===== config.mk =====
export PLATFORM = sky130hd
export DESIGN_NAME = mul_share_arbiter
export DESIGN_NICKNAME = d
export VERILOG_FILES = /design/src/rtl/mul_share_arbiter.sv
export SDC_FILE = /design/constraint.sdc
export NUM_CORES = 1
export LEC_CHECK = 0
export ABC_AREA = 1
export BUFFER_PORTS_ARGS = -buffer_cell sky130_fd_sc_hd__buf_2
export CAP_MARGIN = 10
export CELL_PAD_IN_SITES_DETAIL_PLACEMENT = 1
export CELL_PAD_IN_SITES_GLOBAL_PLACEMENT = 1
export CORE_AREA = 2 2 183 185
export DETAILED_ROUTE_END_ITERATION = 10
export DIE_AREA = 0 0 185 187
export PLACE_DENSITY_LB_ADDON = 0.1
export SETUP_SLACK_MARGIN = 0.15
export SLEW_MARGIN = 0
export SYNTH_ARGS = -nofsm -noshare
export SYNTH_HDL_FRONTEND = slang
export SYNTH_SLANG_ARGS = --single-unit

===== constraint.sdc =====
create_clock -name clk -period 4.3 [get_ports clk]
set_input_delay 0.215 -clock clk [delete_from_list [all_inputs] [get_ports clk]]
set_output_delay 0.215 -clock clk [all_outputs]
set_load 0.01 [all_outputs]

===== src/rtl/mul_share_arbiter.sv =====
`default_nettype none
// ============================================================================
// Module      : mul_share_arbiter
// Description : Round-robin arbiter sharing one clocked multiplier among
//               N_REQ requesters, one operation in flight at a time.
// Revision    : 1.0 - initial release
// ============================================================================
module mul_share_arbiter #(
    parameter int N_REQ       = 4,
    parameter int WIDTH       = 32,
    parameter int MUL_LATENCY = 2
) (
    input  logic                     clk,
    input  logic                     reset,
    input  logic [N_REQ-1:0]         req_valid,
    input  logic [N_REQ*WIDTH-1:0]   req_a,
    input  logic [N_REQ*WIDTH-1:0]   req_b,
    output logic [N_REQ-1:0]         req_ready,
    output logic [N_REQ-1:0]         resp_valid,
    input  logic [N_REQ-1:0]         resp_ready,
    output logic [2*WIDTH-1:0]       resp_product,
    output logic                     busy,
    output logic [WIDTH-1:0]         mul_a,
    output logic [WIDTH-1:0]         mul_b,
    input  logic [2*WIDTH-1:0]       mul_c
);

    localparam int PTR_W = $clog2(N_REQ);
    localparam int CNT_W = (MUL_LATENCY > 1) ? $clog2(MUL_LATENCY) : 1;

    localparam logic [CNT_W-1:0] CNT_INIT = CNT_W'(MUL_LATENCY - 1);
    localparam logic [PTR_W-1:0] PTR_LAST = PTR_W'(N_REQ - 1);
    localparam logic [N_REQ-1:0] ONE_HOT0 = N_REQ'(1);

    localparam logic [1:0] ST_IDLE = 2'd0;
    localparam logic [1:0] ST_WAIT = 2'd1;
    localparam logic [1:0] ST_RESP = 2'd2;

    logic [1:0]       r_state;
    logic [PTR_W-1:0] r_ptr;
    logic [PTR_W-1:0] r_owner;
    logic [CNT_W-1:0] r_cnt;

    logic             w_found;
    logic [PTR_W-1:0] w_winner;
    logic [PTR_W-1:0] w_idx;

    // Scan from the farthest offset down so the nearest valid requester to ptr wins.
    always_comb begin
        w_found  = 1'b0;
        w_winner = '0;
        w_idx    = '0;
        for (int k = N_REQ - 1; k >= 0; k--) begin
            w_idx = PTR_W'((int'(r_ptr) + k) % N_REQ);
            if (req_valid[w_idx]) begin
                w_found  = 1'b1;
                w_winner = w_idx;
            end
        end
    end

    always_comb begin
        req_ready = '0;
        if (!reset && r_state == ST_IDLE && w_found) begin
            req_ready[w_winner] = 1'b1;
        end
    end

    assign busy = (r_state != ST_IDLE);

    always_ff @(posedge clk) begin
        if (reset) begin
            r_state      <= ST_IDLE;
            r_ptr        <= '0;
            r_owner      <= '0;
            r_cnt        <= '0;
            mul_a        <= '0;
            mul_b        <= '0;
            resp_product <= '0;
            resp_valid   <= '0;
        end else begin
            case (r_state)
                ST_IDLE: begin
                    if (w_found) begin
                        mul_a   <= req_a[int'(w_winner)*WIDTH +: WIDTH];
                        mul_b   <= req_b[int'(w_winner)*WIDTH +: WIDTH];
                        r_owner <= w_winner;
                        r_cnt   <= CNT_INIT;
                        r_state <= ST_WAIT;
                    end
                end
                ST_WAIT: begin
                    if (r_cnt == '0) begin
                        resp_product <= mul_c;
                        resp_valid   <= ONE_HOT0 << r_owner;
                        r_state      <= ST_RESP;
                    end else begin
                        r_cnt <= r_cnt - CNT_W'(1);
                    end
                end
                ST_RESP: begin
                    if (resp_ready[r_owner]) begin
                        resp_valid <= '0;
                        r_ptr      <= (r_owner == PTR_LAST) ? '0 : r_owner + PTR_W'(1);
                        r_state    <= ST_IDLE;
                    end
                end
                default: r_state <= ST_IDLE;
            endcase
        end
    end

endmodule
`default_nettype wire

Yosys cells after proc, flatten, opt, wreduce, memory -nomap -nowiden
Index checks and enable logic that the tools add are counted.

storage, ports and cells
  bits in registers = 139
  output and inout bits = 137
  word-level logic and storage cells = 76

cells by class
  $add $sub $neg = 5
  $lt $le $gt $ge = 7
  eq/ne operators = 6
  shift-type cells = 3
  multiplexer cells = 32
  bitwise gates (word level) = 1
  reduce and logical (&&, ||, !) cells = 14

operator list
  operator                                                            count
  variable part select 128 x 8 -> 32 bit                              2
  < comparator 2 x 3 -> 1 bit (second input constant)                 6
  two-way mux 2 bit                                                   8
  two-way mux 1 bit                                                   12
  two-way mux 4 bit                                                   3
  binary-select mux 1 bit (select 2 bit)                              5
  case mux 4 bit (2 select lines)                                     1
  AND reduction 2 bit                                                 4
  != test 2 bit (second input constant)                               3
  case mux 2 bit (3 select lines)                                     1
  AND reduction 3 bit                                                 2
  nonzero test 2 bit                                                  3
  adder 2 x 1 -> 2 bit (second input constant)                        2
  adder 2 bit (second input constant)                                 2
  equality test 2 bit (second input constant)                         2
  left shift 1 x 2 -> 4 bit (first input constant)                    1
  logical AND 1 bit                                                   3
  demux 1 bit (select 2 bit)                                          1
  equality test 2 x 1 -> 1 bit (second input constant)                1
  greater-or-equal comparator 2 x 1 -> 1 bit (second input constant)  1
  logical NOT 2 bit                                                   1
  case mux 1 bit (2 select lines)                                     1
  logical NOT 1 bit                                                   1
  inverter 1 bit                                                      1
  subtractor 1 bit (second input constant)                            1

Longest topological paths before layout
Gate-level depths: netlist of run 1.

  depth after elaboration = 12
  mapped depth = 16
  depth with buffers taken out = 14

Worst setup path after synthesis of run 1
No wires, ideal clock.

  kind = reg-to-output
  from = reg r_ptr[0]
  to = out req_ready[1]
  arrival = 1.655 ns
  data required time = 4.085 ns
  slack = 2.430 ns
  stages on the path, launching flop included = 13
  cell sequence = dfxtp_1 inv_2 nand2_1 nand2_1 nand2_1 nand2_1 nor2_1 nor2_1 nand2_2 nand2_2 buf_6 buf_4 nor3_1

between the ends
  word-level cells in the longest chain between the ends = 12
  elaborated cells on any way between the ends = 26
  those cells by class = 3 x add/sub; 2 x order compare; 19 x mux; 2 x reduce/logical

RTL lines
  element                                                                                                          RTL line  source
  start, declared                                                                                                  40        logic [PTR_W-1:0] r_ptr;
  start signal, assigned                                                                                           104       r_ptr <= (r_owner == PTR_LAST) ? '0 : r_owner + PTR_W'(1);
  adder 2 bit                                                                                                      54        w_idx = PTR_W'((int'(r_ptr) + k) % N_REQ);
  binary-select mux 1 bit (select 2 bit)                                                                           55        if (req_valid[w_idx]) begin
  two-way mux 1 bit (not written as such)                                                                          55
  two-way mux 2 bit (4 in a row)                                                                                   55
  < comparator 2 x 3 -> 1 bit (not written as such) or greater-or-equal comparator 2 x 1 -> 1 bit (tied branches)  65        req_ready[w_winner] = 1'b1;
  logical AND 1 bit (not written as such)                                                                          65
  two-way mux 1 bit (not written as such)                                                                          65
  demux 1 bit (select 2 bit)                                                                                       65
  two-way mux 4 bit *                                                                                              64        if (!reset && r_state == ST_IDLE && w_found) begin
  end, declared                                                                                                    18        output logic [N_REQ-1:0] req_ready,

Every way passes the cells marked *; elsewhere a longest branch is shown, timed or not. The select of a mux whose other input is x is not followed.

Worst setup path in the final report of run 1
  from = reg r_ptr[0]
  to = out req_ready[0]

The elaborated chain is that of the path after synthesis.

==> results.txt, run 1 <==
Hold Buf Count CTS: 0
Setup TNS: 0 ns
Starting Density: 21.9%
via count: 9201
ANT nets after route: 0
largest net degree at the start of global routing: 101
CP max stage delay: 0.70 ns
pwr/cell area: 671 nW/µm²
CP Data Required Time: 4.09 ns
FF+latch count, synth: 139
CTS Root Cell: clkbuf_16
crit path max fanout: 78
min cycle time layout: 3.11 ns
met1 usage: 25.0%
register clock-pin slew on the reported worst setup and hold paths: 0.06 ns
Syn Nets: 1450
Psw: 3.22 mW
Synth Cell Area: 7200 µm²
dominant cell type by area after synthesis: dfxtp_1
Top delay family on crit path: simple AND/OR/NAND/NOR gates
Synth cell types: 22
register area share after synthesis: 38.6%
Die X: 185 µm
htree depth: 4
Skew-Pair Late Insertion Delay: 0.43 ns
buffers from clock root to sink, at most: 2
Hold Path Class: in -> reg
setup bufs post-CTS: 0
Avg Cell Area, Syn: 6.46 µm²
Synth Instances: 1116
Post-Layout Cell Count: 1988
clock share of power: 21.0%
Area Growth Syn to Fin: 44.0%
WL per Instance: 18.5 µm
Sw Ratio: 46.3%
share of cells above drive strength 1: 34.1%
top cell type's share of synthesized area: 38.6%
Num CTS Buffers: 17
Peak VDD IR: 0.000313 V
unrepaired setup endpoints after global routing: false
DRC viols: 0
GRT overflow: 0
Buf/Inv on CP: 4
initial antenna violation count: 13
Final #Nets: 1850
Crit Path Category: reg -> out
post_cts resized: 0
worst relative slew slack: 24.8%
final wirelength: 36700 µm
gpl congestion: 0.796
gr busiest metal: met2
die area: 34600 µm²
max-cap viol count: 0
Least-Margin Pin Slew: 1.13 ns
max frequency: 322 MHz
Gate power share: 50.3%
Hold Vio Cnt, Final: 0
Port-buffer cells: 466
Reg power frac: 28.7%
vias per cell: 4.63
Leakage: 5.32 nW
# placed instances: 1945
final setup fails: 0
Die Ht: 187 µm
Syn. warnings: 0
# clock sinks: 139
WP data arrival: 2.89 ns
critical path cell sequence: inv_2 > nand2_1 > nand3_1 > nand2_1 > inv_1 > nor2_1 > nor2_1 > nand2_4 > nand2_4 > nand3_1 > inv_1 > buf_2
max-slew violation count: 0
Rows: 67
Core Area: 32900 µm²
IO Pins: 467
met3 Use GR: 7.07%
P_int: 3.74 mW
Total GRT Usage: 20.7%
first-pass GRT wire length: 55100 µm
Initial DRC Count: 362
FILL cells: 4331
Slowest-stage cell, CP: nand2_4
status: complete, no violations
Worst setup EP type: output port
final clock skew: 0.00571 ns
ranking of synthesized cells by area: dfxtp_1 39%, nand3_1 28%, nand2_1 19%
dpl hpwl: 26600 µm
CP startpoint kind: register
vias in the first global route: 9252
Tcrit/Tclk final: 72.3%
met2 GRT Util: 33.9%
1st-pass router iterations: 4
CTS tree: done
-- cell usage in the layout, fill, tap and decap left out, drive strengths merged --
master	netlist	layout
o22a	1	1
diode	0	12
clkinv	1	7
bufinv	0	2
o22ai	1	1
o31ai	1	1
o21ai	7	7
buf	62	480
nor3	1	1
inv	20	22
clkbuf	37	20
clkinvlp	0	1
nand3	400	400
nand4	1	1
a21oi	72	72
nor2	8	8
ha	4	4
dfxtp	139	139
nand2	360	360
or2	1	1
-- cell usage after synthesis, drive strengths merged --
| library cell | count |
|---|---|
| ha | 4 |
| a21oi | 72 |
| inv | 20 |
| nand2 | 360 |
| clkbuf | 37 |
| or2 | 1 |
| o22a | 1 |
| o31ai | 1 |
| clkinv | 1 |
| nand4 | 1 |
| dfxtp | 139 |
| o22ai | 1 |
| nand3 | 400 |
| buf | 62 |
| nor2 | 8 |
| o21ai | 7 |
| nor3 | 1 |
-- metal layers --
metal,part of all wire [%],up-vias
li1,-,4558
met1,42,4276
met2,47,321
met3,8.6,42
met4,2.1,4
met5,0.063,-
-- per-stage QoR --
step	hold WS [ns]	setup WS, ns	total power, mW	instance area, µm²	utilization, %
global route	0.0356	0.765	7.57	10400	31.6
finish	0.0467	1.19	6.96	10400	31.6
global placement	0.432	1.40	5.60	9790	29.8
detailed placement	0.437	1.40	5.61	9790	29.8
CTS	0.0145	1.06	7.12	10300	31.5
floorplan	0.383	2.43	4.24	7200	-
-- logic make-up after synthesis --
| family | count (synthesis) | synth area share (%) |
|---|---|---|
| and+or+nand+nor | 771 | 47.3 |
| DFF | 139 | 38.6 |
| buffers and inverters | 120 | 7.61 |
| AOI/OAI and AO/OA | 82 | 5.80 |
| adders and majority gates | 4 | 0.695 |
-- power groups by stage --
| stage | registers, mW | logic (mW) | clock network [mW] |
|---|---|---|---|
| 6_report | 2.00 | 3.50 | 1.46 |
| 3_5_place_dp | 2.03 | 3.58 | 0 |
| 3_3_place_gp | 2.01 | 3.59 | 0 |
| 2_1_floorplan | 2.22 | 2.02 | 0 |
| 5_1_grt | 2.06 | 3.94 | 1.57 |
| 4_1_cts | 2.01 | 3.59 | 1.52 |
-- worst reg2reg max path, cell delays in order, from the launching register on --
cell and delay [ns]:
dfxtp_1 0.45, inv_2 0.15, nand2_1 0.11, nand3_1 0.09, nand2_1 0.10, inv_1 0.05, nor2_1 0.08, nor2_1 0.07
nand2_4 0.28, buf_4 0.87, nand3_1 0.31, nand3_1 0.16, nand3_1 0.08, nand2_1 0.09
-- flip-flops by register name, indices dropped and copies added, names as in the netlist --
name          flops
r_owner           2
r_state           2
resp_valid        4
mul_b            32
r_ptr             2
resp_product     64
mul_a            32
r_cnt             1
-- final cells by class --
type / count / area [µm²] / share of cell area, %
inverter: 21 / 78.8 / 0.760
antenna: 12 / 30.0 / 0.289
multi-input combinational: 857 / 3900 / 37.6
clock inverter: 11 / 123 / 1.18
timing repair buffer: 480 / 2460 / 23.7
sequential: 139 / 2780 / 26.8
tap: 448 / 561 / 5.40
clock buffer: 20 / 437 / 4.21
-- worst paths after layout --
| check | from | endpoint | cells past startpoint | slack [ns] |
|---|---|---|---|---|
| max reg2reg | r_ptr[0] | mul_a[3] | 13 | 1.36 |
| min | mul_c[37] | resp_product[37] | 3 | 0.05 |
| max | r_ptr[0] | req_ready[0] | 12 | 1.19 |
| min reg2reg | mul_b[7] | mul_b[7] | 2 | 0.45 |
Note: power is estimated with default switching activity, not from simulation.
==> run 2: changes to the inputs <==
--- a/config.mk
+++ b/config.mk
@@ -10,9 +10,9 @@
 export CAP_MARGIN = 10
 export CELL_PAD_IN_SITES_DETAIL_PLACEMENT = 1
 export CELL_PAD_IN_SITES_GLOBAL_PLACEMENT = 1
-export CORE_AREA = 2 2 183 185
+export CORE_AREA = 2 2 184 186
 export DETAILED_ROUTE_END_ITERATION = 10
-export DIE_AREA = 0 0 185 187
+export DIE_AREA = 0 0 186 188
 export PLACE_DENSITY_LB_ADDON = 0.1
 export SETUP_SLACK_MARGIN = 0.15
 export SLEW_MARGIN = 0
==> constraint.sdc (replaced) <==
create_clock -name clk -period 2.7 [get_ports clk]
set_input_delay 0.135 -clock clk [delete_from_list [all_inputs] [get_ports clk]]
set_output_delay 0.135 -clock clk [all_outputs]
set_load 0.01 [all_outputs]
==> run 2 against run 1 <==
Effect of this change: highest routed layer unchanged; final area is 13% higher; combinational power is 79% higher; power is 73% higher; register-to-register slack worse by 0.94 ns.
==> results.txt, run 2 (synthesized netlist as in run 1, its figures left out) <==
Die X: 186 µm
first-pass GRT wire length: 57900 µm
initial antenna violation count: 15
IO Pins: 467
placed cell areas: 9900 µm²
clock share of power: 21.5%
end of the critical path: req_ready[1]
Crit Path Category: reg -> out
Peak VDD IR: 0.000445 V
Num CTS Buffers: 17
CTS tree: done
CTS Root Cell: clkbuf_16
max FFs per register: 64
largest net degree at the start of global routing: 70
Least-Margin Pin Slew: 0.807 ns
PnR Total Power: 12.1 mW
Port-buffer cells: 466
met1 usage: 26.4%
GRT overflow: 0
# clock sinks: 139
htree depth: 4
Initial DRC Count: 404
share of cells above drive strength 1: 33.7%
Setup TNS: 0 ns
biggest regs: resp_product: 64 flops, mul_a: 32 flops, mul_b: 32 flops
status: complete, no violations
commonest non-fill, non-tap cells in the layout: 466 x buf_2, 400 x nand3_1, 351 x nand2_1, 137 x dfxtp_1, 90 x dlygate4sd3_1
pwr/cell area: 1030 nW/µm²
Worst R2R Setup Slack: 0.42 ns
R2R Path End: mul_b[16]
P_int: 6.66 mW
crit path max fanout: 19
WL per Instance: 18.8 µm
Tcrit/Tclk final: 87.2%
Gate power share: 52.1%
max frequency: 425 MHz
register clock-pin slew on the reported worst setup and hold paths: 0.06 ns
Leakage: 5.90 nW
final clock skew: 0.00963 ns
Total GRT Usage: 21.7%
Core Area: 33100 µm²
Slowest-stage cell, CP: dfxtp_4
RR Startpoint: r_ptr[0]
CP startpoint kind: register
Hold Path Class: in -> reg
worst relative slew slack: 46.2%
DRC viols: 0
instance count on the critical path: 13
vias in the first global route: 9859
buffers from clock root to sink, at most: 2
final wirelength: 39300 µm
Starting Density: 21.8%
gr busiest metal: met2
WP data arrival: 2.22 ns
vias per cell: 4.64
Critical path origin: r_ptr[0]
Post-Layout Cell Count: 2094
Final #Nets: 1959
unrepaired setup endpoints after global routing: true
critical path cell sequence: inv_6 > nand2_1 > nand2_1 > nand2_1 > nand2_1 > inv_2 > nand2_1 > nand2_4 > nand2_8 > nand2_8 > buf_16 > nor3_4 > buf_2
Psw: 5.41 mW
ANT nets after route: 0
gpl congestion: 0.804
Die Ht: 188 µm
CP Data Required Time: 2.57 ns
Worst setup EP type: output port
min cycle time layout: 2.35 ns
final setup fails: 0
R2R depth: 16
Top delay family on crit path: simple AND/OR/NAND/NOR gates
max-cap viol count: 0
# placed instances: 1950
Hold Vio Cnt, Final: 0
1st-pass router iterations: 4
via count: 9724
most common cell after layout, fill and taps aside: buf_2
CP max stage delay: 0.37 ns
Area Growth Syn to Fin: 62.5%
Skew-Pair Late Insertion Delay: 0.44 ns
Reg power frac: 26.5%
met3 Use GR: 6.49%
Biggest register: resp_product
dpl hpwl: 26700 µm
Sw Ratio: 44.8%
die area: 35000 µm²
met2 GRT Util: 35.8%
post-layout instance area: 11700 µm²
Rows: 67
cell mode on critical path: nand2_1
Buf/Inv on CP: 4
max-slew violation count: 0
==> run 2: changes by cell type in the layout (fill, tap and decap cells not counted), sizes merged <==
| cell | change |
|---|---|
| dlygate4sd3 | +90 |
| buf | +14 |
| clkinv | -4 |
| bufbuf | +2 |
| bufinv | +2 |
| diode | -2 |
| nand2 | +2 |
| clkbuf | +1 |
| clkinvlp | +1 |
==> run 2: timing repair <==
action | CTS | global route
pin swaps | 2 | 1
setup endpoints to repair | 4 | 5
gates resized for setup | 11 | 10
hold endpoints to repair | 87 | 0
gates cloned | 4 | 1
setup buffers | 5 | 4
hold buffers | 90 | 0
==> run 2: through the flow <==
| stage | hold WS [ns] | util (%) | worst slack (ns) |
|---|---|---|---|
| 2_1_floorplan | 0.303 | - | 0.910 |
| 3_3_place_gp | 0.407 | 29.9 | 0.501 |
| 3_5_place_dp | 0.415 | 29.9 | 0.432 |
| 4_1_cts | 0.000380 | 35.0 | 0.168 |
| 5_1_grt | 0.00642 | 35.3 | 0.127 |
| 6_report | 0.0218 | 35.4 | 0.346 |
==> run 2: cell type report <==
type	count	area, µm²
Fill cell	4268	21400
Multi-Input combinational cell	859	3980
Sequential cell	139	2790
Antenna cell	10	25.0
Inverter	21	83.8
Timing Repair Buffer	587	3650
Tap cell	448	561
Clock inverter	10	166
Clock buffer	20	457
==> run 2: how the worst min path moves through the flow <==
| stage | to | from | slack (ns) | depth (start not counted) |
|---|---|---|---|---|
| floorplan | resp_product[0] | mul_c[0] | 0.30 | 2 |
| detailed placement | resp_product[8] | mul_c[8] | 0.42 | 3 |
| global placement | resp_product[30] | mul_c[30] | 0.41 | 3 |
| finish | resp_product[38] | mul_c[38] | 0.02 | 3 |
| global route | resp_product[38] | mul_c[38] | 0.006 | 3 |
| CTS | mul_b[19] | req_b[83] | 0.0004 | 5 |
==> run 2: worst min-delay path, delay by kind of cell <==
kind            cells  cell delay (ns)
simple gates        1             0.11
buf+inv             1             0.10
compound gates      1             0.08
==> run 2: metal layers <==
| metal | up-vias | share of wire (%) |
|---|---|---|
| met3 | 45 | 7.8 |
| li1 | 4774 | - |
| met4 | 10 | 1.9 |
| met2 | 321 | 47 |
| met1 | 4574 | 43 |
| met5 | - | 0.16 |
==> run 2: power by group through the flow <==
stage               registers, mW  clock network (mW)  logic [mW]
floorplan                    3.53                   0        3.22
global placement             3.21                   0        5.81
detailed placement           3.22                   0        5.82
CTS                          3.20                2.68        6.24
global route                 3.29                2.76        6.96
finish                       3.19                2.59        6.28
==> run 3: changes to the inputs <==
--- a/config.mk
+++ b/config.mk
@@ -8,7 +8,7 @@
 export ABC_AREA = 1
 export BUFFER_PORTS_ARGS = -buffer_cell sky130_fd_sc_hd__buf_2
 export CAP_MARGIN = 10
-export CELL_PAD_IN_SITES_DETAIL_PLACEMENT = 1
+export CELL_PAD_IN_SITES_DETAIL_PLACEMENT = 0
 export CELL_PAD_IN_SITES_GLOBAL_PLACEMENT = 1
 export CORE_AREA = 2 2 184 186
 export DETAILED_ROUTE_END_ITERATION = 10
==> run 3 against run 2 <==
Effect of this change: maximum frequency is 1.0% lower; routed wire length down 2.9%; non-clock buffer count rose by 4; critical path type unchanged; highest routed layer unchanged.
==> results.txt, run 3 (synthesized netlist as in run 1, its figures left out) <==
min cycle time layout: 2.38 ns
R2R depth: 16
clock share of power: 19.9%
most common cell after layout, fill and taps aside: buf_2
buffers from clock root to sink, at most: 2
max frequency: 420 MHz
Port-buffer cells: 466
# clock sinks: 139
worst relative slew slack: 47.1%
Sw Ratio: 46.0%
WL per Instance: 18.2 µm
unrepaired setup endpoints after global routing: true
WP data arrival: 2.24 ns
status: complete, no violations
1st-pass router iterations: 5
via count: 9664
Worst setup EP type: output port
Crit Path Category: reg -> out
final core utilization: 35.5%
cell mode on critical path: nand2_1
max FFs per register: 64
Skew-Pair Late Insertion Delay: 0.44 ns
PnR Total Power: 11.9 mW
hold path startpoint: mul_c[11]
GRT overflow: 0
Die X: 186 µm
share of cells above drive strength 1: 33.6%
CTS tree: done
Hold Path Class: in -> reg
RR Startpoint: r_ptr[0]
Tcrit/Tclk final: 88.1%
Leakage: 5.91 nW
max-cap viol count: 0
critical path cell sequence: inv_8 > nand2_1 > nand2_1 > nand2_1 > nand2_1 > inv_2 > nand2_1 > nand2_4 > nand2_8 > nand2_8 > buf_16 > nor3_2 > buf_2
gpl congestion: 0.804
Initial DRC Count: 498
ANT nets after route: 0
biggest regs: resp_product: 64 flops, mul_a: 32 flops, mul_b: 32 flops
commonest non-fill, non-tap cells in the layout: 466 x buf_2, 400 x nand3_1, 351 x nand2_1, 137 x dfxtp_1, 97 x dlygate4sd3_1
final clock skew: 0.0113 ns
hold path cells: 3
Hold Vio Cnt, Final: 0
final setup fails: 0
hold_ws: 0.0119 ns
DRC viols: 0
Least-Margin Pin Slew: 0.793 ns
Buf/Inv on CP: 4
Biggest register: resp_product
die area: 35000 µm²
Gate power share: 53.4%
Worst R2R Setup Slack: 0.39 ns
CP max stage delay: 0.38 ns
first-pass GRT wire length: 55400 µm
Die Ht: 188 µm
Core Area: 33100 µm²
Slowest-stage cell, CP: dfxtp_4
Psw: 5.49 mW
Starting Density: 21.8%
max-slew violation count: 0
Rows: 67
R2R Path End: mul_b[16]
Top delay family on crit path: simple AND/OR/NAND/NOR gates
Total GRT Usage: 20.7%
P_int: 6.43 mW
CP startpoint kind: register
crit path max fanout: 19
Setup TNS: 0 ns
vias in the first global route: 9357
final wirelength: 38200 µm
pwr/cell area: 1020 nW/µm²
Final #Nets: 1963
dpl hpwl: 25500 µm
Hold Path End: resp_product[11]
vias per cell: 4.61
Area Growth Syn to Fin: 63.0%
largest net degree at the start of global routing: 70
register clock-pin slew on the reported worst setup and hold paths: 0.07 ns
htree depth: 4
Reg power frac: 26.7%
Num CTS Buffers: 17
CP Data Required Time: 2.57 ns
CTS Root Cell: clkbuf_16
IO Pins: 467
Peak VDD IR: 0.000432 V
initial antenna violation count: 10
==> run 3: worst max path at each step <==
| stage | from | slack (ns) | depth (start not counted) | endpoint |
|---|---|---|---|---|
| after CTS | r_ptr[0] | 0.18 | 13 | req_ready[1] |
| after global routing | r_ptr[0] | 0.12 | 13 | req_ready[1] |
| after detailed placement | r_ptr[0] | 0.47 | 13 | mul_a[29] |
| final | r_ptr[0] | 0.32 | 13 | req_ready[1] |
| after global placement | r_ptr[0] | 0.50 | 13 | mul_a[28] |
| after floorplan | r_ptr[0] | 0.91 | 12 | req_ready[1] |
==> run 3: stage by stage <==
stage | cell area (µm²) | std cells | setup slack (ns)
global placement | 9900 | 1950 | 0.501
detailed placement | 9900 | 1950 | 0.465
CTS | 11600 | 2087 | 0.183
global route | 11700 | 2096 | 0.118
finish | 11700 | 2096 | 0.321
floorplan | 7200 | 1116 | 0.910
==> run 3: worst min-delay path, cell delays in order <==
cell	delay, ns
buf_2	0.10
nand3_1	0.09
a21oi_1	0.07
==> run 3: timing repair <==
| action | in CTS | in global routing |
|---|---|---|
| pin swaps | 2 | 0 |
| endpoints found under the hold margin | 91 | 0 |
| resized for setup | 8 | 16 |
| endpoints found under the setup margin | 3 | 27 |
| hold buffers | 97 | 0 |
| buffers inserted | 4 | 0 |
| cloned | 4 | 3 |
==> run 3: final cells by class <==
type	instances	area, µm²
Antenna cell	6	15.0
Clock buffer	17	425
Clock inverter	15	153
Fill cell	3654	21400
Inverter	21	86.3
Multi-Input combinational cell	859	3970
Sequential cell	139	2790
Tap cell	448	561
Timing Repair Buffer	591	3750
==> run 3: power groups by stage <==
stage          sequential, mW  clock [mW]  combinational [mW]
3_3_place_gp             3.21           0                5.81
4_1_cts                  3.18        2.47                6.21
6_report                 3.18        2.38                6.36
5_1_grt                  3.29        2.55                7.06
2_1_floorplan            3.53           0                3.22
3_5_place_dp             3.21           0                5.78
==> run 3: per-layer routing <==
layer | share of wire (%) | up-vias | global-route usage (%)
li1 | - | 4799 | -
met1 | 42 | 4454 | 25.8
met2 | 48 | 367 | 34.1
met3 | 8.3 | 36 | 6.54
met4 | 1.8 | 8 | 6.24
met5 | 0.12 | - | 0
